==> src/rtl/cpu_types_pkg.sv <==
// Shared CPU type definitions: register-select type and pipeline sequencer states.
package cpu_types_pkg;

    typedef logic [4:0] regbits_t;

    typedef enum logic [1:0] {
        IDLE    = 2'd0,
        RUN     = 2'd1,
        MEMWAIT = 2'd2,
        HALT    = 2'd3
    } pipe_state_t;

endpackage

==> src/rtl/pipeline_sequencer_load_use_detect.sv <==
// Load-use hazard detection: a load in EX whose destination feeds an ID-stage source.
module load_use_detect #(
    parameter int REG_W = 5
) (
    input  logic             ex_dREN,
    input  logic [REG_W-1:0] ex_wsel,
    input  logic [REG_W-1:0] id_rs,
    input  logic [REG_W-1:0] id_rt,
    output logic             lu_hazard
);

    // Register zero is hardwired, so a load targeting it never creates a dependency.
    assign lu_hazard = ex_dREN && (ex_wsel != '0) &&
                       ((ex_wsel == id_rs) || (ex_wsel == id_rt));

endmodule

==> src/rtl/pipeline_sequencer.sv <==
// Stall/flush controller for the pipeline register bank, with saturating
// stall-cycle and redirect-event performance counters.
module pipeline_sequencer
    import cpu_types_pkg::*;
#(
    parameter int CNT_W = 16,
    parameter int REG_W = $bits(regbits_t)
) (
    input  logic             CLK,
    input  logic             nRST,
    input  logic             ihit,
    input  logic             dhit,
    input  logic             mem_dREN,
    input  logic             mem_dWEN,
    input  logic             mem_redirect,
    input  logic             ex_dREN,
    input  logic [REG_W-1:0] ex_wsel,
    input  logic [REG_W-1:0] id_rs,
    input  logic [REG_W-1:0] id_rt,
    input  logic             wb_halt,
    output logic             pc_en,
    output logic             en_ifid,
    output logic             en_idex,
    output logic             en_exmem,
    output logic             en_memwb,
    output logic             flush_ifid,
    output logic             flush_idex,
    output logic             flush_exmem,
    output logic             halted,
    output logic [CNT_W-1:0] stall_cnt,
    output logic [CNT_W-1:0] flush_cnt
);

    pipe_state_t state, state_n;
    logic        lu_hazard;
    logic        issue;
    logic        in_flow;
    logic        stall_evt;
    logic        flush_evt;

    function automatic logic [CNT_W-1:0] sat_inc(input logic [CNT_W-1:0] v);
        return (&v) ? v : v + 1'b1;
    endfunction

    load_use_detect #(.REG_W(REG_W)) u_lu (
        .ex_dREN   (ex_dREN),
        .ex_wsel   (ex_wsel),
        .id_rs     (id_rs),
        .id_rt     (id_rt),
        .lu_hazard (lu_hazard)
    );

    // State transition plus priority decode of enables/flushes; 'issue' marks
    // a cycle where the pipe may advance subject to redirect/hazard/imiss rules.
    always_comb begin
        state_n     = state;
        issue       = 1'b0;
        pc_en       = 1'b0;
        en_ifid     = 1'b0;
        en_idex     = 1'b0;
        en_exmem    = 1'b0;
        en_memwb    = 1'b0;
        flush_ifid  = 1'b0;
        flush_idex  = 1'b0;
        flush_exmem = 1'b0;
        halted      = 1'b0;
        case (state)
            IDLE: state_n = RUN;
            RUN: begin
                if (wb_halt) begin
                    halted  = 1'b1;
                    state_n = HALT;
                end else if ((mem_dREN || mem_dWEN) && !dhit) begin
                    state_n = MEMWAIT;
                end else begin
                    issue = 1'b1;
                end
            end
            MEMWAIT: begin
                if (wb_halt) begin
                    halted  = 1'b1;
                    state_n = HALT;
                end else if (dhit) begin
                    issue   = 1'b1;
                    state_n = RUN;
                end
            end
            HALT: halted = 1'b1;
            default: state_n = IDLE;
        endcase

        if (issue) begin
            if (mem_redirect) begin
                // Wrong-path instructions in IF/ID/EX are squashed as the target loads.
                pc_en       = 1'b1;
                en_ifid     = 1'b1;
                en_idex     = 1'b1;
                en_exmem    = 1'b1;
                en_memwb    = 1'b1;
                flush_ifid  = 1'b1;
                flush_idex  = 1'b1;
                flush_exmem = 1'b1;
            end else if (lu_hazard || !ihit) begin
                // Hold fetch/decode and inject one bubble into EX.
                en_idex     = 1'b1;
                flush_idex  = 1'b1;
                en_exmem    = 1'b1;
                en_memwb    = 1'b1;
            end else begin
                pc_en       = 1'b1;
                en_ifid     = 1'b1;
                en_idex     = 1'b1;
                en_exmem    = 1'b1;
                en_memwb    = 1'b1;
            end
        end
    end

    assign in_flow   = (state == RUN) || (state == MEMWAIT);
    assign stall_evt = in_flow && (!pc_en || flush_ifid || flush_idex || flush_exmem);
    assign flush_evt = issue && mem_redirect;

    // FSM state register.
    always_ff @(posedge CLK or negedge nRST) begin
        if (!nRST) state <= IDLE;
        else       state <= state_n;
    end

    // Saturating performance counters; they only move while the pipe is flowing.
    always_ff @(posedge CLK or negedge nRST) begin
        if (!nRST) begin
            stall_cnt <= '0;
            flush_cnt <= '0;
        end else begin
            if (stall_evt) stall_cnt <= sat_inc(stall_cnt);
            if (flush_evt) flush_cnt <= sat_inc(flush_cnt);
        end
    end

endmodule

==> config.mk <==
export PLATFORM = sky130hd
export DESIGN_NAME = pipeline_sequencer
export DESIGN_NICKNAME = d
export VERILOG_FILES = /design/src/rtl/cpu_types_pkg.sv /design/src/rtl/pipeline_sequencer_load_use_detect.sv /design/src/rtl/pipeline_sequencer.sv
export SDC_FILE = /design/constraint.sdc
export NUM_CORES = 1
export LEC_CHECK = 0
export BUFFER_PORTS_ARGS = -buffer_cell sky130_fd_sc_hd__buf_4
export CAP_MARGIN = 20
export CORE_MARGIN = 10
export CORE_UTILIZATION = 50
export DETAILED_ROUTE_END_ITERATION = 10
export GPL_TIMING_DRIVEN = 1
export PLACE_DENSITY = 0.79
export SYNTH_ARGS = -nofsm -noshare
export SYNTH_HDL_FRONTEND = slang
export SYNTH_HIERARCHICAL = 1
export SYNTH_SLANG_ARGS = --single-unit
==> constraint.sdc <==
create_clock -name CLK -period 2.5 [get_ports CLK]
set_input_delay 0.125 -clock CLK [delete_from_list [all_inputs] [get_ports CLK]]
set_output_delay 0.125 -clock CLK [all_outputs]
set_load 0.01 [all_outputs]
# Yosys cells after proc, flatten, opt, wreduce, memory -nomap -nowiden
# Cells that the tools add are included.
# totals
register_bits	34
inputBits	24
output_inout_bits	41
wordCells	59
# op_classes
add_sub_neg	2
n_eq_ne	7
mux	21
bitwise	2
n_reduce_logical	24
# ops
op	count
$add A16 B1 Y16 const B	2
$reduce_and A16 Y1	2
$mux W1	14
$eq A5 B5 Y1	2
$mux W2	4
$logic_or A1 B1 Y1	7
$ne A3 B3 Y1 const B	2
$pmux W2 S3	1
$logic_and A1 B1 Y1	5
$reduce_bool A5 Y1	1
$eq A2 B2 Y1 const B	2
$pmux W1 S2	2
$reduce_and A2 Y1	2
$logic_not A1 Y1	3
$reduce_and A3 Y1	1
$reduce_bool A3 Y1	1
$eq A2 B1 Y1 const B	1
$logic_not A2 Y1	1
$not A1 Y1	2
$reduce_or A2 Y1	1

# Longest topological paths before layout
# logic_depth
depth_word	13
mapped_depth	10
depth_no_buf	9

# Hierarchy
# Netlist, hierarchy kept.
# modules_own_cells
mod	n_inst	cells_each	area_each_um2	seq_area_each_um2
pipeline_sequencer	1	178	1840.5	850.8
load_use_detect	1	17	125.1	0.0

# Worst setup path before layout
# OpenSTA, ideal clock, no wires.
# synth_path
path_kind	reg2reg
from	register state[1]
to	register stall_cnt[1]
setup_ps	128
arrival_time_ps	2056
t_required_ps	2372
path_slack_ps	317
stages_incl_launch_ff	8
n_path_buf	1
period_less_slack_ps	2183
path_cell_list	dfrtp_1 inv_1 ha_1 or3b_4 and2_2 o311ai_2 buf_6 mux2_1
# synth_between
elab_chain_len	9
elab_cells_between_ends	13
cone_classes	2 x eq/ne; 4 x mux; 7 x reduce/logical
# synth_rtl
element	line_no	text
from (decl)	pipeline_sequencer.sv:34	pipe_state_t state, state_n;
from (signal assigned)	pipeline_sequencer.sv:126	else state <= state_n;
$eq A2 B2 Y1 / $eq A2 B1 Y1 (equally long branches)	pipeline_sequencer.sv:67, pipeline_sequencer.sv:119	
$pmux W1 S2	pipeline_sequencer.sv:67	case (state)
$mux W1	pipeline_sequencer.sv:92	if (issue) begin
$logic_not A1 Y1	pipeline_sequencer.sv:120	assign stall_evt = in_flow && (!pc_en || flush_ifid || flush_idex || flush_exmem);
$logic_or A1 B1 Y1 (3 in series)	pipeline_sequencer.sv:120	
$logic_and A1 B1 Y1 *	pipeline_sequencer.sv:120	
$reduce_and A2 Y1 (no source line) *	n/a	
to (signal assigned)	pipeline_sequencer.sv:135	if (stall_evt) stall_cnt <= sat_inc(stall_cnt);
to (decl)	pipeline_sequencer.sv:30	output logic [CNT_W-1:0] stall_cnt,
# Every way passes the cells marked *; elsewhere a longest branch is shown, timed or not.
# A chain may end at the register's enable or synchronous reset.

# Worst setup path after layout
# Ends and elaborated chain as after synthesis.

==> impl_table.tex <==
\begin{tabular}{lr}
\hline
Metric & Value \\
\hline
\multicolumn{2}{l}{\textbf{STA}} \\
\quad Setup violation total in the final timing report & 0 \\
\quad Least-Margin Pin Slew & 0.431 ns \\
\quad Total Neg Setup Slack & 0 ns \\
\quad Tcrit/Tclk final & between 90\% and 100\% \\
\quad RSZ-0062 raised after global routing & no \\
\quad Period minus WS final & around 2.3 ns \\
\quad Count of final max-slew check failures & 0 \\
\quad Highest Clock Rate & 430 MHz \\
\quad Post-route clock skew & 0.00663 ns \\
\quad Hold Violations, Final & 0 \\
\quad Max transition margin & 71.3\% \\
\multicolumn{2}{l}{\textbf{Worst setup path}} \\
\quad WP depth & 7 \\
\quad Top delay family on crit path & simple AND/OR/NAND/NOR gates \\
\quad Worst Reg-to-Reg Cells & 7 \\
\quad Slowest library cell on the worst path & sky130\_fd\_sc\_hd\_\_dfrtp\_1 \\
\quad Launching element of the worst setup path & state[1] \\
\quad Reg-to-reg slack, setup & around 0.17 ns \\
\quad Buffers plus inverters on the worst setup path & 2 \\
\quad Kind of end point of the critical path & flip-flop \\
\quad Critical Setup Path Class & flip-flop to flip-flop \\
\quad CP peak stage delay & 0.43 ns \\
\quad Start of the worst register-to-register path & state[1] \\
\quad Endpoint of the worst setup timing path & stall\_cnt[1] \\
\quad Cell-by-cell trace of the critical path & inv\_1 -> ha\_1 -> or3b\_4 -> and2\_2 -> o311ai\_2 -> buf\_4 -> mux2\_1 \\
\quad Max Fanout on Critical Path & 11 \\
\quad Nature of the critical path startpoint & flip-flop \\
\quad Worst Path Arrival & 2.50 ns \\
\quad CP required & 2.67 ns \\
\quad Reg-to-reg endpoint & stall\_cnt[1] \\
\multicolumn{2}{l}{\textbf{Outcome}} \\
\quad Run status & completed \\
\multicolumn{2}{l}{\textbf{Global route}} \\
\quad Global-route total usage across every layer & 15.2\% \\
\quad Maximum number of pins on one net before global-route repair & 35 \\
\quad Vias in the first global route & roughly 1700 \\
\quad Global-route wire length before repair & 8.02 mm \\
\quad Grt ovf & 0 \\
\quad Initial antenna violation count & 0 \\
\multicolumn{2}{l}{\textbf{Routing}} \\
\quad Router iterations before antenna repair & 4 \\
\quad Number of remaining DRC errors & 0 \\
\quad Average wire per standard cell & 15.9 um \\
\quad Post-route antenna net violation count & 0 \\
\quad Detailed-route wire length & 4.92 mm \\
\quad DR vias & 1666 \\
\quad Via density per instance & 5.37 \\
\quad Violation count after the first detailed-routing iteration & 74 \\
\multicolumn{2}{l}{\textbf{Yosys}} \\
\quad Warnings, synthesis & 6 \\
\quad Number of cells produced by synthesis & 195 \\
\quad Number of library cell types mapped by synthesis & 37 \\
\quad Main combinational cell family by area after synthesis & simple AND/OR/NAND/NOR gates \\
\quad Most instantiated cells after synthesis & sky130\_fd\_sc\_hd\_\_dfrtp\_1, sky130\_fd\_sc\_hd\_\_xor2\_1, sky130\_fd\_sc\_hd\_\_xnor2\_1, sky130\_fd\_sc\_hd\_\_nand2\_1, sky130\_fd\_sc\_hd\_\_nor2\_1 \\
\quad Most frequent cell after synthesis & sky130\_fd\_sc\_hd\_\_dfrtp\_1 \\
\quad Async set-reset flop share out of synthesis & 100\% \\
\quad Synthesized-area fraction occupied by adder cells & 4.46\% \\
\quad Compound-gate portion of the synthesized area & roughly 7.5\% \\
\quad Syn avg cell area & 10.1 um2 \\
\quad Synthesized-area fraction occupied by xor and xnor cells & a little under a fifth \\
\quad Share of synthesized cell area in and, or, nand and nor gates & between 20\% and 30\% \\
\quad Post-synthesis cell type with the largest combined area & sky130\_fd\_sc\_hd\_\_dfrtp\_1 \\
\quad Largest cells by area after synthesis & sky130\_fd\_sc\_hd\_\_dfrtp\_1, sky130\_fd\_sc\_hd\_\_xor2\_1, sky130\_fd\_sc\_hd\_\_xnor2\_1, sky130\_fd\_sc\_hd\_\_ha\_1, sky130\_fd\_sc\_hd\_\_nand3\_1 \\
\quad Fraction of synthesized cell area taken by the top area cell type & between 40\% and 50\% \\
\quad Prevailing post-synth register cell & sky130\_fd\_sc\_hd\_\_dfrtp\_1 \\
\quad Count of flip-flops with a built-in enable after synthesis & 0 \\
\quad Fraction of synthesized area in multiplexers & approximately 1.1\% \\
\quad Proportion of synthesized chip area in sequential cells & 43.3\% \\
\quad Synthesis-stage register bit count & 34 \\
\quad Syn Std Cell Area & a little under 2000 um2 \\
\quad Number of nets produced by synthesis & 226 \\
\multicolumn{2}{l}{\textbf{Clocking}} \\
\quad Post-cts sizing count & 0 \\
\quad Number of buffers between clock root and the deepest sink & 2 \\
\quad CTS tree & yes \\
\quad Clk slew on worst S/H paths & 0.07 ns \\
\quad H-tree Lvls & 2 \\
\quad Number of sinks handled by clock tree synthesis & 34 \\
\quad Clock buffer count from CTS & 5 \\
\quad Clock latency on the worst-skew pair & roughly 0.29 ns \\
\quad Clock root buffer & sky130\_fd\_sc\_hd\_\_clkbuf\_8 \\
\multicolumn{2}{l}{\textbf{Cells and area}} \\
\quad Fill cell total of the finished layout & 324 \\
\quad Proportion of layout cells with a drive suffix above 1 & 30.9\% \\
\quad Register area & 851 um2 \\
\quad Area of combinational cells with multiple inputs & 1050 um2 \\
\quad Area Overhead vs Synth & 30.0\% \\
\quad Filler-free cell count of the finished design & 310 \\
\quad Net total in the final layout & 293 \\
\quad \# diodes & 0 \\
\multicolumn{2}{l}{\textbf{Pwr}} \\
\quad IR drop worst, VDD & about 360 uV \\
\quad Pwr Density & 770 nW/um2 \\
\quad Power Total & 1.97 mW \\
\quad LEAKAGE & 1.25 nW \\
\multicolumn{2}{l}{\textbf{Placement}} \\
\quad Count of buffers inserted at the top-level ports & 64 \\
\quad Half-perimeter wire length after detailed placement & 3.88 mm \\
\quad Final Wtd Congestion & 0.835 \\
\quad Placed cell count & between 300 and 400 \\
\multicolumn{2}{l}{\textbf{Floorplanning}} \\
\quad Number of rows in the core area & 22 \\
\quad Area of the core region & 3740 um2 \\
\quad Area enclosed by the die boundary & 6840 um2 \\
\quad Overall die width & 82.7 um \\
\quad Effective utilization at floorplan & a little over half \\
\quad Die Ht & 82.7 um \\
\quad Number of I/O pins & 65 \\
\multicolumn{2}{l}{\textbf{Min path}} \\
\quad Worst min path class & input pin to flip-flop \\
\multicolumn{2}{l}{\textbf{Run}} \\
\quad Number of max-capacitance violations reported & 0 \\
\hline
\end{tabular}
-- cell usage in the layout (no fill, tap or decap), drive strengths merged, types with 5 or more instances in the layout --
cell / instances
ha: 7
xor2: 21
xnor2: 19
nand4: 10
clkbuf: 7
dfrtp: 34
a21oi: 5
buf: 65
inv: 6
nand2: 15
nor2: 15
o21ai: 6
nor3: 7
and3: 8
nand3: 13
-- metal layers --
metal | vias to the layer above | share of wire [%] | GRT usage, %
met3 | 6 | 6.4 | 4.75
met1 | 804 | 39 | 16.6
li1 | 805 | - | -
met4 | 0 | 1.4 | 5.85
met5 | - | 0 | 0
met2 | 51 | 53 | 26.7
-- where the power goes --
part | switching [mW] | total, mW | internal [mW] | leakage (nW)
Clock | 0.189 | 0.380 | 0.192 | 0.0383
Sequential | 0.133 | 0.783 | 0.650 | 0.455
Combinational | 0.410 | 0.804 | 0.394 | 0.758
Total | 0.732 | 1.97 | 1.24 | 1.25
-- logic make-up (layout without fill, tap and decap cells) --
group	count (synthesis)	count (layout)
adders and majority gates	7	7
AOI/OAI and AO/OA	18	18
DFF	34	34
and+or+nand+nor	82	82
buffers and inverters	12	79
muxes	2	2
xor gates and xnor gates	40	40
-- per-stage QoR --
stage | hold slack [ns] | setup WS [ns] | util (%) | instance area (um2)
final | 0.243 | 0.173 | 68.2 | 2550
after global routing | 0.252 | 0.00890 | 68.2 | 2550
after CTS | 0.237 | 0.160 | 68.2 | 2550
after detailed placement | 0.0944 | 0.178 | 65.9 | 2470
after global placement | 0.0932 | 0.269 | 65.9 | 2470
after floorplan | -0.171 | 0.317 | - | 1970
-- registers in the layout (all words and copies together), names as in the netlist --
name / count
flush_cnt: 16
stall_cnt: 16
state: 2
-- how the worst min path moves through the flow --
stage	to	start	depth (start not counted)
after floorplan	flush_cnt[0]	nRST	0
after global placement	flush_cnt[15]	nRST	1
after detailed placement	flush_cnt[12]	nRST	1
after CTS	state[0]	wb_halt	3
after global routing	state[1]	wb_halt	3
final	state[0]	wb_halt	3
-- worst reg2reg max path: cells and delay by family (launching register included) --
family,cells,cell delay [ns]
buffers and inverters,2,0.33
AO/OA/AOI/OAI,1,0.24
flip-flops,1,0.43
adder cells (fa/ha/maj),1,0.23
multiplexers,1,0.34
AND/OR/NAND/NOR,2,0.65
-- repair_timing --
action | CTS | global route
hold buffers | 1 | 0
setup buffers | 0 | 0
endpoints found under the setup margin | 0 | 0
hold endpoints to repair | 34 | 0
-- layout make-up --
class                      count  area share [%]
timing repair buffer          66            19.5
inverter                       6           0.881
tap                           48            2.35
multi-input combinational    149            41.0
clock buffer                   7            2.99
sequential                    34            33.3
Note: power is estimated with default switching activity, not from simulation.
